File: config.mk
export PLATFORM = sky130hd
export DESIGN_NAME = frame_source
export DESIGN_NICKNAME = d
export VERILOG_FILES = /design/src/rtl/video_pkg.sv /design/src/rtl/line_buffer.sv /design/src/rtl/frame_source.sv
export SDC_FILE = /design/constraint.sdc
export NUM_CORES = 2
export LEC_CHECK = 0
export ABC_AREA = 1
export BUFFER_PORTS_ARGS = -buffer_cell sky130_fd_sc_hd__buf_2
export CAP_MARGIN = 20
export CELL_PAD_IN_SITES_DETAIL_PLACEMENT = 0
export CELL_PAD_IN_SITES_GLOBAL_PLACEMENT = 2
export CORE_UTILIZATION = 38
export DETAILED_ROUTE_END_ITERATION = 8
export PLACE_DENSITY_LB_ADDON = 0.1
export SLEW_MARGIN = 20
export SYNTH_ARGS = -nofsm -noshare
export SYNTH_HDL_FRONTEND = slang
export SYNTH_SLANG_ARGS = --single-unit
File: constraint.sdc
create_clock -name Clk -period 2.2 [get_ports Clk]
set_input_delay 0.22 -clock Clk [delete_from_list [all_inputs] [get_ports Clk]]
set_output_delay 0.22 -clock Clk [all_outputs]
set_load 0.03 [all_outputs]
File: src/rtl/video_pkg.sv
// Shared definitions for the pixel-stream blocks: default widths and the
// state encodings of the frame source fetch and emit machines.
package video_pkg;

    localparam int PIX_W = 8;
    localparam int DIM_W = 8;

    typedef enum logic [1:0] {
        F_IDLE,
        F_FETCH,
        F_WAIT_BANK
    } fetch_state_t;

    typedef enum logic [1:0] {
        E_IDLE,
        E_EMIT,
        E_GAP
    } emit_state_t;

endpackage

File: src/rtl/line_buffer.sv
// Ping-pong line store: two banks with a shared write port (memory fetch side),
// a registered read port (stream side) and one full flag per bank.
module line_buffer #(
    parameter int PIX_W = 8,
    parameter int AW    = 8,
    parameter int DEPTH = 256
) (
    input  logic             i_clk,
    input  logic             i_nReset,
    input  logic             i_wrEn,
    input  logic             i_wrBank,
    input  logic [AW-1:0]    i_wrAddr,
    input  logic [PIX_W-1:0] i_wrData,
    input  logic             i_setFull,
    input  logic             i_rdEn,
    input  logic             i_rdBank,
    input  logic [AW-1:0]    i_rdAddr,
    input  logic             i_clrFull,
    output logic [PIX_W-1:0] o_rdData,
    output logic [1:0]       o_full
);

    logic [PIX_W-1:0] r_bank0 [DEPTH];
    logic [PIX_W-1:0] r_bank1 [DEPTH];
    logic [PIX_W-1:0] r_rdData;
    logic [1:0]       r_full;

    always_ff @(posedge i_clk) begin
        if (i_wrEn) begin
            if (i_wrBank) begin
                r_bank1[i_wrAddr] <= i_wrData;
            end else begin
                r_bank0[i_wrAddr] <= i_wrData;
            end
        end
    end

    // The read register returns to zero whenever no read is issued, so the
    // stream carries 0 outside active lines without an extra output mux.
    always_ff @(posedge i_clk) begin
        if (!i_nReset) begin
            r_rdData <= '0;
        end else if (i_rdEn) begin
            r_rdData <= i_rdBank ? r_bank1[i_rdAddr] : r_bank0[i_rdAddr];
        end else begin
            r_rdData <= '0;
        end
    end

    // Set and clear always target different banks: the writer only fills an
    // empty bank and the reader only drains a full one.
    always_ff @(posedge i_clk) begin
        if (!i_nReset) begin
            r_full <= 2'b00;
        end else begin
            if (i_setFull) begin
                r_full[i_wrBank] <= 1'b1;
            end
            if (i_clrFull) begin
                r_full[i_rdBank] <= 1'b0;
            end
        end
    end

    assign o_rdData = r_rdData;
    assign o_full   = r_full;

endmodule

File: src/rtl/frame_source.sv
// Pixel-stream source: fetches a Width x Height frame from a word-per-pixel
// memory port into ping-pong line banks and streams it with frame/line strobes.
module frame_source #(
    parameter int PIX_W  = video_pkg::PIX_W,
    parameter int DIM_W  = video_pkg::DIM_W,
    parameter int ADDR_W = 16,
    parameter int MAX_W  = 256
) (
    input  logic              Clk,
    input  logic              nReset,
    input  logic              Start,
    input  logic [DIM_W-1:0]  Width,
    input  logic [DIM_W-1:0]  Height,
    input  logic [ADDR_W-1:0] BaseAddr,
    output logic              MemReq,
    output logic [ADDR_W-1:0] MemAddr,
    input  logic              MemAck,
    input  logic [PIX_W-1:0]  MemData,
    output logic [PIX_W-1:0]  PixelOut,
    output logic              FrameOut,
    output logic              LineOut,
    output logic              Busy
);

    import video_pkg::*;

    fetch_state_t      r_fState, w_fNext;
    emit_state_t       r_eState, w_eNext;

    logic [DIM_W-1:0]  r_width, r_height;
    logic [ADDR_W-1:0] r_addr;
    logic [DIM_W-1:0]  r_fx, r_fy, r_ex, r_ey;
    logic              r_fBank, r_eBank;
    logic              r_busy, r_lastOut, r_frameOut, r_lineOut;

    logic              w_start, w_hs;
    logic              w_fLastX, w_fLastY, w_eLastX, w_eLastY;
    logic              w_rdEn, w_clrFull;
    logic [1:0]        w_full;
    logic [PIX_W-1:0]  w_rdData;

    assign w_start  = Start && !r_busy && (Width != '0) && (Height != '0);
    assign w_hs     = (r_fState == F_FETCH) && MemAck;
    assign w_fLastX = (r_fx == r_width - DIM_W'(1));
    assign w_fLastY = (r_fy == r_height - DIM_W'(1));
    assign w_eLastX = (r_ex == r_width - DIM_W'(1));
    assign w_eLastY = (r_ey == r_height - DIM_W'(1));

    always_comb begin
        w_fNext = r_fState;
        case (r_fState)
            F_IDLE: begin
                if (w_start) begin
                    w_fNext = F_FETCH;
                end
            end
            F_FETCH: begin
                if (w_hs && w_fLastX) begin
                    if (w_fLastY) begin
                        w_fNext = F_IDLE;
                    end else if (w_full[~r_fBank]) begin
                        w_fNext = F_WAIT_BANK;
                    end else begin
                        w_fNext = F_FETCH;
                    end
                end
            end
            F_WAIT_BANK: begin
                if (!w_full[r_fBank]) begin
                    w_fNext = F_FETCH;
                end
            end
            default: w_fNext = F_IDLE;
        endcase
    end

    always_ff @(posedge Clk) begin
        if (!nReset) begin
            r_fState <= F_IDLE;
            r_width  <= '0;
            r_height <= '0;
            r_addr   <= '0;
            r_fx     <= '0;
            r_fy     <= '0;
            r_fBank  <= 1'b0;
        end else begin
            r_fState <= w_fNext;
            if (w_start) begin
                r_width  <= Width;
                r_height <= Height;
                r_addr   <= BaseAddr;
                r_fx     <= '0;
                r_fy     <= '0;
                r_fBank  <= 1'b0;
            end else if (w_hs) begin
                r_addr <= r_addr + ADDR_W'(1);
                if (w_fLastX) begin
                    r_fx    <= '0;
                    r_fy    <= r_fy + DIM_W'(1);
                    r_fBank <= ~r_fBank;
                end else begin
                    r_fx <= r_fx + DIM_W'(1);
                end
            end
        end
    end

    // A line is only emitted once its bank is complete, so a memory stall can
    // delay the start of a line but never open a hole inside one.
    always_comb begin
        w_eNext   = r_eState;
        w_rdEn    = 1'b0;
        w_clrFull = 1'b0;
        case (r_eState)
            E_IDLE: begin
                if (w_full[r_eBank]) begin
                    w_eNext = E_EMIT;
                end
            end
            E_EMIT: begin
                w_rdEn = 1'b1;
                if (w_eLastX) begin
                    w_clrFull = 1'b1;
                    w_eNext   = w_eLastY ? E_IDLE : E_GAP;
                end
            end
            E_GAP: begin
                w_eNext = w_full[r_eBank] ? E_EMIT : E_IDLE;
            end
            default: w_eNext = E_IDLE;
        endcase
    end

    always_ff @(posedge Clk) begin
        if (!nReset) begin
            r_eState   <= E_IDLE;
            r_ex       <= '0;
            r_ey       <= '0;
            r_eBank    <= 1'b0;
            r_frameOut <= 1'b0;
            r_lineOut  <= 1'b0;
            r_lastOut  <= 1'b0;
            r_busy     <= 1'b0;
        end else begin
            r_eState   <= w_eNext;
            r_frameOut <= w_rdEn && (r_ex == '0) && (r_ey == '0);
            r_lineOut  <= w_rdEn && (r_ex == '0) && (r_ey != '0);
            r_lastOut  <= w_rdEn && w_eLastX && w_eLastY;
            if (w_start) begin
                r_ex    <= '0;
                r_ey    <= '0;
                r_eBank <= 1'b0;
                r_busy  <= 1'b1;
            end else begin
                if (r_lastOut) begin
                    r_busy <= 1'b0;
                end
                if (w_rdEn) begin
                    if (w_eLastX) begin
                        r_ex    <= '0;
                        r_ey    <= r_ey + DIM_W'(1);
                        r_eBank <= ~r_eBank;
                    end else begin
                        r_ex <= r_ex + DIM_W'(1);
                    end
                end
            end
        end
    end

    line_buffer #(
        .PIX_W (PIX_W),
        .AW    (DIM_W),
        .DEPTH (MAX_W)
    ) u_lineBuffer (
        .i_clk     (Clk),
        .i_nReset  (nReset),
        .i_wrEn    (w_hs),
        .i_wrBank  (r_fBank),
        .i_wrAddr  (r_fx),
        .i_wrData  (MemData),
        .i_setFull (w_hs && w_fLastX),
        .i_rdEn    (w_rdEn),
        .i_rdBank  (r_eBank),
        .i_rdAddr  (r_ex),
        .i_clrFull (w_clrFull),
        .o_rdData  (w_rdData),
        .o_full    (w_full)
    );

    assign MemReq   = (r_fState == F_FETCH);
    assign MemAddr  = r_addr;
    assign PixelOut = w_rdData;
    assign FrameOut = r_frameOut;
    assign LineOut  = r_lineOut;
    assign Busy     = r_busy;

endmodule

* After elaboration in Yosys (flattened, before gate mapping) *
Memories as Yosys holds them, arrays and structs flattened. A register that Yosys moved wholly into a read port is not among the register bits.
Cells that the tools add are included.

word-level totals
  memories = 2
  memory bits (read-only) = 0
  input port bits = 44
  output and inout bits = 28
  logic and storage cells = 122
  bits in registers = 84
  bits in latches = 0
  bits in writable memories = 4096

memories
  memory                words  width  rd ports  clocked after Yosys merged registers in  wr ports  RTL line           text
  u_lineBuffer.r_bank0  256    8      1         1                                        1         line_buffer.sv:23  logic [PIX_W-1:0] r_bank0 [DEPTH];
  u_lineBuffer.r_bank1  256    8      1         1                                        1         line_buffer.sv:24  logic [PIX_W-1:0] r_bank1 [DEPTH];

cells by class
  divide/modulo/power cells = 0
  muxes and demuxes = 44
  bitwise gates (word level) = 6
  multiply operators = 0
  equality and inequality tests = 13
  reductions and logical operators = 28
  shift-type cells = 0
  $lt $le $gt $ge = 5
  $add $sub $neg = 7

operators with widths
  operator               number
  $mux 8                 7
  $add 8x1->8 const B    4
  $eq 8x8->1             4
  $mux 16                2
  $reduce_bool 8->1      3
  $mux 2                 11
  $mux 1                 20
  $add 16x1->16 const B  1
  $logic_not 8->1        2
  $sub 8x1->8 const B    2
  $logic_and 1x1->1      12
  $pmux 2 s3             2
  $ne 2x2->1 const B     4
  $reduce_and 2->1       4
  $lt 1x2->1 const B     3
  $eq 2x1->1 const B     2
  $eq 2x2->1 const B     2
  $logic_not 2->1        2
  $reduce_bool 2->1      2
  $not 1->1              3
  $reduce_and 3->1       1
  $and 2x2->2            1
  $demux 1 s1            2
  $ge 1x1->1 const B     2
  other kinds (5)        5

* Depth between registers and ports, before layout *
  word-level depth = 9
  depth in mapped cells = 17
  mapped depth without buffers = 14

* By module *
A second synthesis with hierarchy kept.

second synthesis, totals
  cells, all modules = 14694
  area, all modules = 172845.8 sq um

by module, submodules not included
  module        cells an instance  area an instance (sq um)  seq. area each (sq um)  times used
  line_buffer   13986              168087.5                  123198.2                1
  frame_source  708                4758.3                    1481.4                  1

* Least setup slack after synthesis *
No wires, ideal clock.

  path type = register -> register
  from = reg r_fState[0]
  to = mem u_lineBuffer.r_bank0[100][0] (enable)
  data arrival time = 2507 ps
  stages on the path, launching flop included = 10
  path buffers = 3
  setup slack = -690 ps
  library setup time = 383 ps
  clock period less this slack = 2890 ps
  path through = dfxtp_1 inv_1 nor2_1 nand2_1 inv_1 buf_2 nand2_1 clkbuf_1 buf_2 nor3_1

on the way
  cells in the longest elaborated chain, start to end = 4

ends and longest elaborated chain
  element                       RTL line            text
  from (decl)                   frame_source.sv:27  fetch_state_t r_fState, w_fNext;
  from (signal assigned)        frame_source.sv:87  r_fState <= w_fNext;
  $eq 2x1->1                    n/a
  named net MemReq              frame_source.sv:15  output logic MemReq,
  $logic_and 1x1->1             frame_source.sv:43  assign w_hs = (r_fState == F_FETCH) && MemAck;
  $mux 1                        line_buffer.sv:29   if (i_wrEn) begin
  $mux 1 (not written as such)  line_buffer.sv:33   r_bank0[i_wrAddr] <= i_wrData;
  to (decl)                     line_buffer.sv:23

The timed path passes the listed nets, and every way through them passes these cells.

==> results.tsv <==
stage	metric	value	unit
timing	Pins Over Slew Limit	0	
floorplanning	Core Footprint	450000	um^2
timing	Fmax	353	MHz
worst_setup_path	Req. time, crit path	3.10	ns
synthesis	syn nets	14600	
layout	most frequent cells in the layout	4247 x nand2_1, 4096 x edfxtp_1, 3673 x nand3_1	
outcome	failing checks	setup timing	
pwr	PwrDens	776	nW/um^2
timing	RSZ-0062 raised after global routing	true	
grt	vias in the first global route	118000	
place	IO Port Bufs	71	
timing	setup violators final	8	
clock_network	total CTS buffers	461	
route	routed wire length	613000	um
floorplanning	die extent in x	675	um
synthesis	Avg Cell Area, Syn	11.8	um^2
worst_setup_path	slowest CP cell	dfxtp_4	
synthesis	Synth Instances	14600	
timing	worst rel slew slack	0.424	
synthesis	yosys warns	0	
worst_setup_path	critical path startpoint category	flip-flop	
synthesis	synthesized area	172000	um^2
clock_network	clk slew on worst S/H paths	0.06	ns
grt	first-pass GRT wire length	867000	um
timing	worst-margin pin slew	0.864	ns
route	DR DRC count	0	
timing	Setup Skew	0.0750	ns
route	via count	122000	
worst_setup_path	CP arrival	3.73	ns
clock_network	CTS tree	yes	
clock_network	CTS root buffer	clkbuf_16	
timing	minimum clock period	2.84	ns
pwr	Static Leakage	0.0775	uW
floorplanning	total die area	455000	um^2
worst_setup_path	CP peak stage delay	0.50	ns
route	WL/cell	27.4	um
layout	Net count, final	16100	
worst_setup_path	crit-path max FO	11	
layout	Fillers	39900	
floorplanning	FP Rows	246	
grt	gr usage total	0.262	
route	Pre-antenna DRT Iters	6	
synthesis	Yosys reg bits	4188	
route	number of DRC markers in iteration 0	12200	
clock_network	H-tree depth	5	
layout	P&R area growth vs syn	25.8	%
clock_network	Clock Latency Late Sink	1.01	ns
worst_setup_path	critical path capture point type	flip-flop	
clock_network	clock tree sinks	4188	
grt	initial antenna violation count	33	
place	Final HPWL DP	382000	um
grt	grt ovf	0	
route	DR vias/cell	5.44	
place	routability cong.	0.863	
outcome	outcome	complete, but fails checks	
layout	layout cells sized above 1	0.205	
place	dpl ws	-1.31	ns
synthesis	post-synth top area share	0.715	
timing	Final period util	1.29	
floorplanning	initial core utilization	0.383	
worst_setup_path	most used cell, CP	buf_12	
timing	Final Hold Fails	0	
synthesis	Cell variety after synth	40	
floorplanning	I/O pins	72	
route	Final ANT Viol Nets	0	
clock_network	Max Root-Sink Buffers	4	
worst_setup_path	CP Cell Sequence	buf_12, buf_12, buf_12, buf_6, buf_12, nand3_1, nand3_1, nand3_1, nand3_2, nand3_4, nand3_2, buf_12, nand2_1, nand2_2, nand3_2, nand2_1, nor2_1	
job	MaxCap Viol Count	0	
hold_path	Hold Crit Class	in -> reg	
pwr	Worst IR Drop VDD	657	uV
floorplanning	Die H	675	um
synthesis	post-synth top area cell	edfxtp_1	
synthesis	Synth area leaders	edfxtp_1 72%, nand3_1 12%, nand2_1 9.4%, buf_2 1.5%, nor3_1 1.5%	
pwr	Total Power	168000	uW
layout	commonest non-fill, non-tap cell in the layout	nand2_1	
synthesis	sequential share of the synthesized area	0.726	
worst_setup_path	kind of critical path	reg -> reg	
timing	final worst slack	-0.637	ns
grt	pin count of the biggest net entering global routing	101	
report_power, final:
group	internal [uW]	switching [uW]	leakage [uW]
combinational	1280	3230	0.0328
sequential	87600	76.6	0.0376
clock	43600	32300	0.00715
total	132000	35600	0.0775
routing by layer:
layer  wire [um]  up-vias  GRT usage
li1            -    55200          -
met1      271000    61600      0.377
met2      285000     4166      0.418
met3       37900      765     0.0316
met4       19200        0     0.0788
met5           0        -          0
kinds of logic after synthesis:
logic type,after synthesis,synth area share
xor gates and xnor gates,52,0.00269
AOI/OAI and AO/OA,111,0.00346
buffers and inverters,1157,0.0358
DFF,4188,0.726
adders and majority gates,12,0.000873
and+or+nand+nor,9038,0.231
what timing repair did:
action / CTS / global route
hold buffers: 92 / 0
cloned: 46 / 21
hold endpoints to repair: 2429 / 0
pin swaps: 60 / 99
gates resized for setup: 686 / 479
buffers inserted: 75 / 40
endpoints found under the setup margin: 3025 / 2977
state kept, by name (all words and copies together) (netlist names), named ones only:
signal	cells
Busy	1
FrameOut	1
LineOut	1
MemAddr	16
r_eBank	1
r_eState	2
r_ex	8
r_ey	8
r_fBank	1
r_fState	2
r_fx	8
r_fy	8
r_height	8
r_lastOut	1
r_width	8
u_lineBuffer.o_full	2
u_lineBuffer.o_rdData	8
u_lineBuffer.r_bank0	2048
u_lineBuffer.r_bank1	2048
synthesized netlist by cell type (all sizes together):
| cell | number |
|---|---|
| nand3b | 5 |
| and3 | 1 |
| nor3 | 521 |
| clkbuf | 219 |
| inv | 83 |
| nor2 | 93 |
| nand2 | 4313 |
| nor4 | 9 |
| xnor2 | 11 |
| a41oi | 1 |
| o211ai | 3 |
| o21ai | 44 |
| buf | 855 |
| a31oi | 3 |
| nand4 | 15 |
| o221ai | 2 |
| nand3 | 4074 |
| edfxtp | 4096 |
| or2 | 3 |
| dfxtp | 92 |
| nor3b | 4 |
| a21oi | 51 |
| a211oi | 6 |
| ha | 12 |
| o21bai | 1 |
| xor2 | 41 |
final timing paths:
path,start,end,slack [ns],cells after the start
setup / recovery,flip-flop,u_lineBuffer.o_rdData[7]$_SDFF_PN0_,-0.64,17
hold / removal,nReset,r_eState[0]$_SDFFE_PN0P_,0.18,4
setup reg to reg,flip-flop,u_lineBuffer.o_rdData[7]$_SDFF_PN0_,-0.64,17
hold reg to reg,r_fy[7]$_SDFFE_PP0P_,r_fy[7]$_SDFFE_PP0P_,0.47,2
critical path: cells and delay by family (launching register included):
kind                   cells  cell delay, ns
flip-flops                 1            0.50
AND/OR/NAND/NOR           11            1.29
buffers and inverters      6            0.88
final cells by class:
class                           count  area, um^2  share of cell area
Sequential cell                  4188      125000               0.577
Multi-Input combinational cell   9213       45700               0.211
Timing Repair Buffer             2057       23300               0.108
Clock buffer                      567       12200              0.0564
Tap cell                         5952        7450              0.0344
Clock inverter                    281        2460              0.0114
Inverter                           83         395             0.00183
Antenna cell                       14        35.0            0.000162
Timing Repair inverter              2        31.3            0.000144
per-stage QoR:
| stage | hold WS [ns] | cells | TNS (ns) | area [um^2] | util |
|---|---|---|---|---|---|
| final | 0.185 | 22400 | -4.65 | 216000 | 0.481 |
| after global routing | 0.178 | 22400 | -6.92 | 216000 | 0.481 |
| after CTS | 0.103 | 22300 | -7.83 | 213000 | 0.474 |
| after detailed placement | 0.456 | 21200 | -359.32 | 192000 | 0.427 |
| after global placement | 0.455 | 21200 | -396.80 | 192000 | 0.427 |
| after floorplan | 0.319 | 14600 | -907.89 | 172000 | - |
Power figures use the tool's default switching activity.
